`config.mk`:
```
export PLATFORM = sky130hd
export DESIGN_NAME = cp0_exc_sequencer
export DESIGN_NICKNAME = d
export VERILOG_FILES = /design/src/rtl/cp0_exc_sequencer.sv
export SDC_FILE = /design/constraint.sdc
export NUM_CORES = 1
export LEC_CHECK = 0
export CAP_MARGIN = 20
export CELL_PAD_IN_SITES_DETAIL_PLACEMENT = 1
export CELL_PAD_IN_SITES_GLOBAL_PLACEMENT = 2
export CORE_MARGIN = 1
export CORE_UTILIZATION = 22
export CTS_CLUSTER_DIAMETER = 30
export DETAILED_ROUTE_END_ITERATION = 10
export PLACE_DENSITY_LB_ADDON = 0.1
export SYNTH_ARGS = -nofsm -noshare
export SYNTH_HDL_FRONTEND = slang
export SYNTH_SLANG_ARGS = --single-unit
export TNS_END_PERCENT = 100
```
`constraint.sdc`:
```
create_clock -name clk -period 2.28 [get_ports clk]
set_input_delay 0.228 -clock clk [delete_from_list [all_inputs] [get_ports clk]]
set_output_delay 0.228 -clock clk [all_outputs]
set_load 0.05 [all_outputs]
```
`src/rtl/cp0_exc_sequencer.sv`:
```
// CP0 exception sequencer: owns Status/Cause/EPC, arbitrates sync exceptions vs latched IRQs,
// and sequences entry/eret with a one-cycle registered PC redirect.
module cp0_exc_sequencer #(
  parameter int unsigned N_IRQ      = 6,
  parameter logic [31:0] EXC_VECTOR = 32'h0040_0004,
  parameter logic [31:0] STATUS_RST = 32'h0000_0001
) (
  input  logic             clk,
  input  logic             rst,
  input  logic             exc_req,
  input  logic [4:0]       exc_code,
  input  logic [N_IRQ-1:0] irq,
  input  logic             int_ok,
  input  logic             eret,
  input  logic             mtc0,
  input  logic [4:0]       addr,
  input  logic [31:0]      wdata,
  input  logic [31:0]      pc_in,
  output logic [31:0]      rdata,
  output logic             busy,
  output logic             redirect,
  output logic [31:0]      redirect_pc,
  output logic [31:0]      status_o,
  output logic [31:0]      epc_o
);

  typedef enum logic [1:0] {S_IDLE, S_ENTER, S_RET} state_t;

  state_t             state_q, state_d;
  logic [31:0]        status_q, status_d;
  logic [N_IRQ-1:0]   pend_q, pend_d;
  logic [4:0]         code_q, code_d;
  logic [31:0]        epc_q, epc_d;
  logic               redirect_q, redirect_d;
  logic               busy_q, busy_d;

  logic               is_idle;
  logic [4:0]         sync_code;
  logic               sync_masked;
  logic               sync_acc;
  logic               int_acc;
  logic               eret_do;
  logic               wr_do;
  logic [31:0]        cause_rd;

  always_ff @(posedge clk or posedge rst) begin
    if (rst) begin
      state_q    <= S_IDLE;
      status_q   <= STATUS_RST;
      pend_q     <= '0;
      code_q     <= '0;
      epc_q      <= '0;
      redirect_q <= 1'b0;
      busy_q     <= 1'b0;
    end else begin
      state_q    <= state_d;
      status_q   <= status_d;
      pend_q     <= pend_d;
      code_q     <= code_d;
      epc_q      <= epc_d;
      redirect_q <= redirect_d;
      busy_q     <= busy_d;
    end
  end

  always_comb begin
    state_d     = state_q;
    status_d    = status_q;
    pend_d      = pend_q;
    code_d      = code_q;
    epc_d       = epc_q;
    redirect_d  = 1'b0;
    busy_d      = 1'b0;
    is_idle     = (state_q == S_IDLE);
    sync_code   = 5'd13;
    sync_masked = status_q[10];

    // Unknown codes are folded onto trap, including its mask bit.
    case (exc_code)
      5'd8: begin
        sync_code   = 5'd8;
        sync_masked = status_q[8];
      end
      5'd9: begin
        sync_code   = 5'd9;
        sync_masked = status_q[9];
      end
      default: begin
        sync_code   = 5'd13;
        sync_masked = status_q[10];
      end
    endcase

    sync_acc = is_idle & exc_req & status_q[0] & ~sync_masked;
    int_acc  = is_idle & status_q[0] & int_ok & ~exc_req
             & (|(pend_q & status_q[16 +: N_IRQ]));
    eret_do  = is_idle & eret & ~sync_acc & ~int_acc;
    wr_do    = is_idle & mtc0 & ~sync_acc & ~int_acc & ~eret;

    if (sync_acc || int_acc) begin
      epc_d          = pc_in;
      code_d         = sync_acc ? sync_code : 5'd0;
      status_d[4:0]  = {status_q[3:0], 1'b0};
      state_d        = S_ENTER;
      redirect_d     = 1'b1;
      busy_d         = 1'b1;
    end else if (eret_do) begin
      status_d[4:0]  = {1'b0, status_q[4:1]};
      state_d        = S_RET;
      redirect_d     = 1'b1;
      busy_d         = 1'b1;
    end else if (wr_do) begin
      case (addr)
        5'd12:   status_d = wdata;
        5'd13:   pend_d   = wdata[8 +: N_IRQ];
        5'd14:   epc_d    = wdata;
        default: ;
      endcase
    end

    if (!is_idle) state_d = S_IDLE;

    // Interrupt set is applied last so it beats a same-cycle software clear.
    pend_d = pend_d | irq;
  end

  always_comb begin
    cause_rd             = '0;
    cause_rd[6:2]        = code_q;
    cause_rd[8 +: N_IRQ] = pend_q;
    case (addr)
      5'd12:   rdata = status_q;
      5'd13:   rdata = cause_rd;
      5'd14:   rdata = epc_q;
      default: rdata = '0;
    endcase
  end

  assign busy        = busy_q;
  assign redirect    = redirect_q;
  assign redirect_pc = (state_q == S_RET) ? epc_q : EXC_VECTOR;
  assign status_o    = status_q;
  assign epc_o       = epc_q;

endmodule

```
==> results.cfg <==
[floorplan]
rows = 50
start_util_pct = 22.4
core_um2 = 18700
io_pins = 216
die_area_um2 = 19600
die_w_um = 140
die_height_um = 140

[drt]
num_vias = 3771
drtAntennaViolNets = 0
wl_per_cell_um = 19.9
drt-pass1-iter-count = 4
drc_errors = 0
vias_per_cell = 4.58
finalWirelength_mm = 16.4
first_iter_violations = 85

[worst_setup_path]
cp.arrival_ns = 2.42
startpoint_type = flip-flop
worstSetupPathType = reg2reg
worstSetupEndpointType = flip-flop
crit_fanout = 27
r2r-start = pend_q[3]
worstPathRequired_ns = 2.49
startpoint = pend_q[3]

[final_layout]
stdcell_area_um2 = 7830
fill_cells = 1977
utilization_pct = 41.9
final_layout_size_suffix_gt1_share_pct = 33.3
num_antenna_cells = 0
layout.nets = 670
seqCellArea_um2 = 1900
multi_input_area_um2 = 2210
mostFrequentLayoutCell = clkdlybuf4s50_1
layout_common_cells = clkdlybuf4s50_1 (151), dfrtp_1 (75), mux2_2 (74)
area_growth_pct = 86.6

[timing]
tightest_slew_ns = 0.604
rsz0062_at_grt = false
timing.fmax_mhz = 453
setup_viol_count_final = 0
fin_worst_skew_ns = 0.00672
final.min_clock_period_ns = 2.21
maxSlewHeadroom_pct = 59.8
final-max-slew-violation-count = 0
worst_hold_slack_ns = 0.254
final-hold-violation-count = 0
setup_tns_ns = 0
finalCritPeriodShare_pct = 96.8

[placement]
dpl_cell_area_um2 = 7490
place.detailed.hpwl_mm = 12.7
routabilityCongestion = 0.754
port_buffers = 215

[clock_network]
root_buffer = clkbuf_16
clockBufferDepth = 2
insertion_delay_ns = 0.34
cts_tree = yes
path_clk_slew_ns = 0.06
cts_inserted_buffers = 9
cts_resized = 0
cts_hold_buf = 0
numClockSinks = 76
htreeDepth = 3
post_cts_buffers = 0

[global_route]
top_usage_layer = met2
grtUsageMet1_pct = 20.4
use_met2_pct = 30.9
grt_max_degree = 31
gr-total-overflow = 0
grt_usage_pct = 17.4
grt_pass1_vias = 4319
antenna_found_initial = 0
use_met3_pct = 4.07
grt_pass1_wl_mm = 25.5

[yosys]
synth_top_area_share_pct = 44.7
syn_area_um2 = 4200
synth_warnings = 0
synth_fp_nets = 437
synth.distinct_cells = 42
synth_area_leader_cell = dfrtp_1
synth_seq_area_share_pct = 45.3
synth.ff_latch_count = 76
syn_avg_cell_area_um2 = 12.0
syn_inst = 351
netlist_top_cells_area = dfrtp_1 (45%), mux2_2 (20%), mux2_1 (5.6%), a22o_1 (5.0%), and2_1 (4.8%)

[job]
cap_violations = 0

[power]
peakVddDrop_uv = 661
p_per_area_nw_per_um2 = 1240
power.total_mw = 9.74
leakage_nw = 3.21

[hold_path]
hold_class = in2async

[status]
status = finished clean
## state kept, by name (all words and copies together) (netlist names)
name,cells
status_o,32
busy,1
epc_o,32
state_q,2
pend_q,6
code_q,3
## area by class of cell
class / instances / share of cell area (%)
clock buffers: 10 / 2.92
inverters: 4 / 0.208
multi-input cells: 251 / 28.2
well taps: 234 / 3.74
repair buffers: 242 / 39.2
flip-flops and latches: 76 / 24.3
clock inverters: 6 / 1.44
## report_power, final
part	internal [mW]	switching, mW	total [mW]
clock network	1.07	0.589	1.66
logic	2.45	3.31	5.76
registers	1.83	0.490	2.32
total	5.35	4.39	9.74
## synthesized netlist by cell type, drive strengths merged
cell	number
a211oi	4
a2bb2oi	1
and2	32
mux2i	16
nor3b	2
buf	9
nand4	3
nor2b	1
mux2	95
or3b	2
nor4b	2
inv	4
nor4bb	1
nand2b	3
a311o	1
and4bb	1
nor2	20
a21oi	3
a22oi	3
a22o	24
dfrtp	75
nand4bb	1
a31oi	1
dfstp	1
nand3	2
nand2	15
o31ai	3
a311oi	1
or4b	1
a41oi	1
o21ai	10
clkbuf	11
and4	2
## path summary, 6_finish.rpt
check / to / depth (start not counted) / slack (ns)
min in group clk: code_q[3] / 2 / 0.49
setup reg to reg: status_o[14] / 5 / 0.07
max in group asynchronous: epc_o[10] / 3 / 1.46
hold reg to reg: code_q[3] / 2 / 0.49
hold / removal: status_o[26] / 2 / 0.25
setup / recovery: status_o[14] / 5 / 0.07
## metal layers
metal | vias to the layer above | share of wire [%]
li1 | 1746 | -
met1 | 1896 | 41
met4 | 0 | 1.8
met2 | 112 | 52
met5 | - | 0
met3 | 17 | 5.0
## through the flow
step,setup WS (ns),std cells
4_1_cts,0.0832,823
5_1_grt,0.0168,823
2_1_floorplan,0.0740,351
3_3_place_gp,-0.0733,807
6_report,0.0738,823
3_5_place_dp,-0.0967,807
## kinds of logic (layout without fill, tap and decap cells)
| group | count (synthesis) | after routing | synth area share [%] |
|---|---|---|---|
| DFF | 76 | 76 | 45.3 |
| buffers and inverters | 24 | 262 | 2.74 |
| muxes | 111 | 111 | 29.3 |
| and+or+nand+nor | 88 | 88 | 12.4 |
| AOI/OAI and AO/OA | 52 | 52 | 10.2 |
## worst max-delay path: stages, from the launching register on
cell and delay, ns:
dfrtp_1 0.41, a22oi_1 0.53, a311oi_4 0.22, a211oi_4 0.30
buf_12 0.25, mux2_1 0.35
Power figures use the tool's default switching activity.
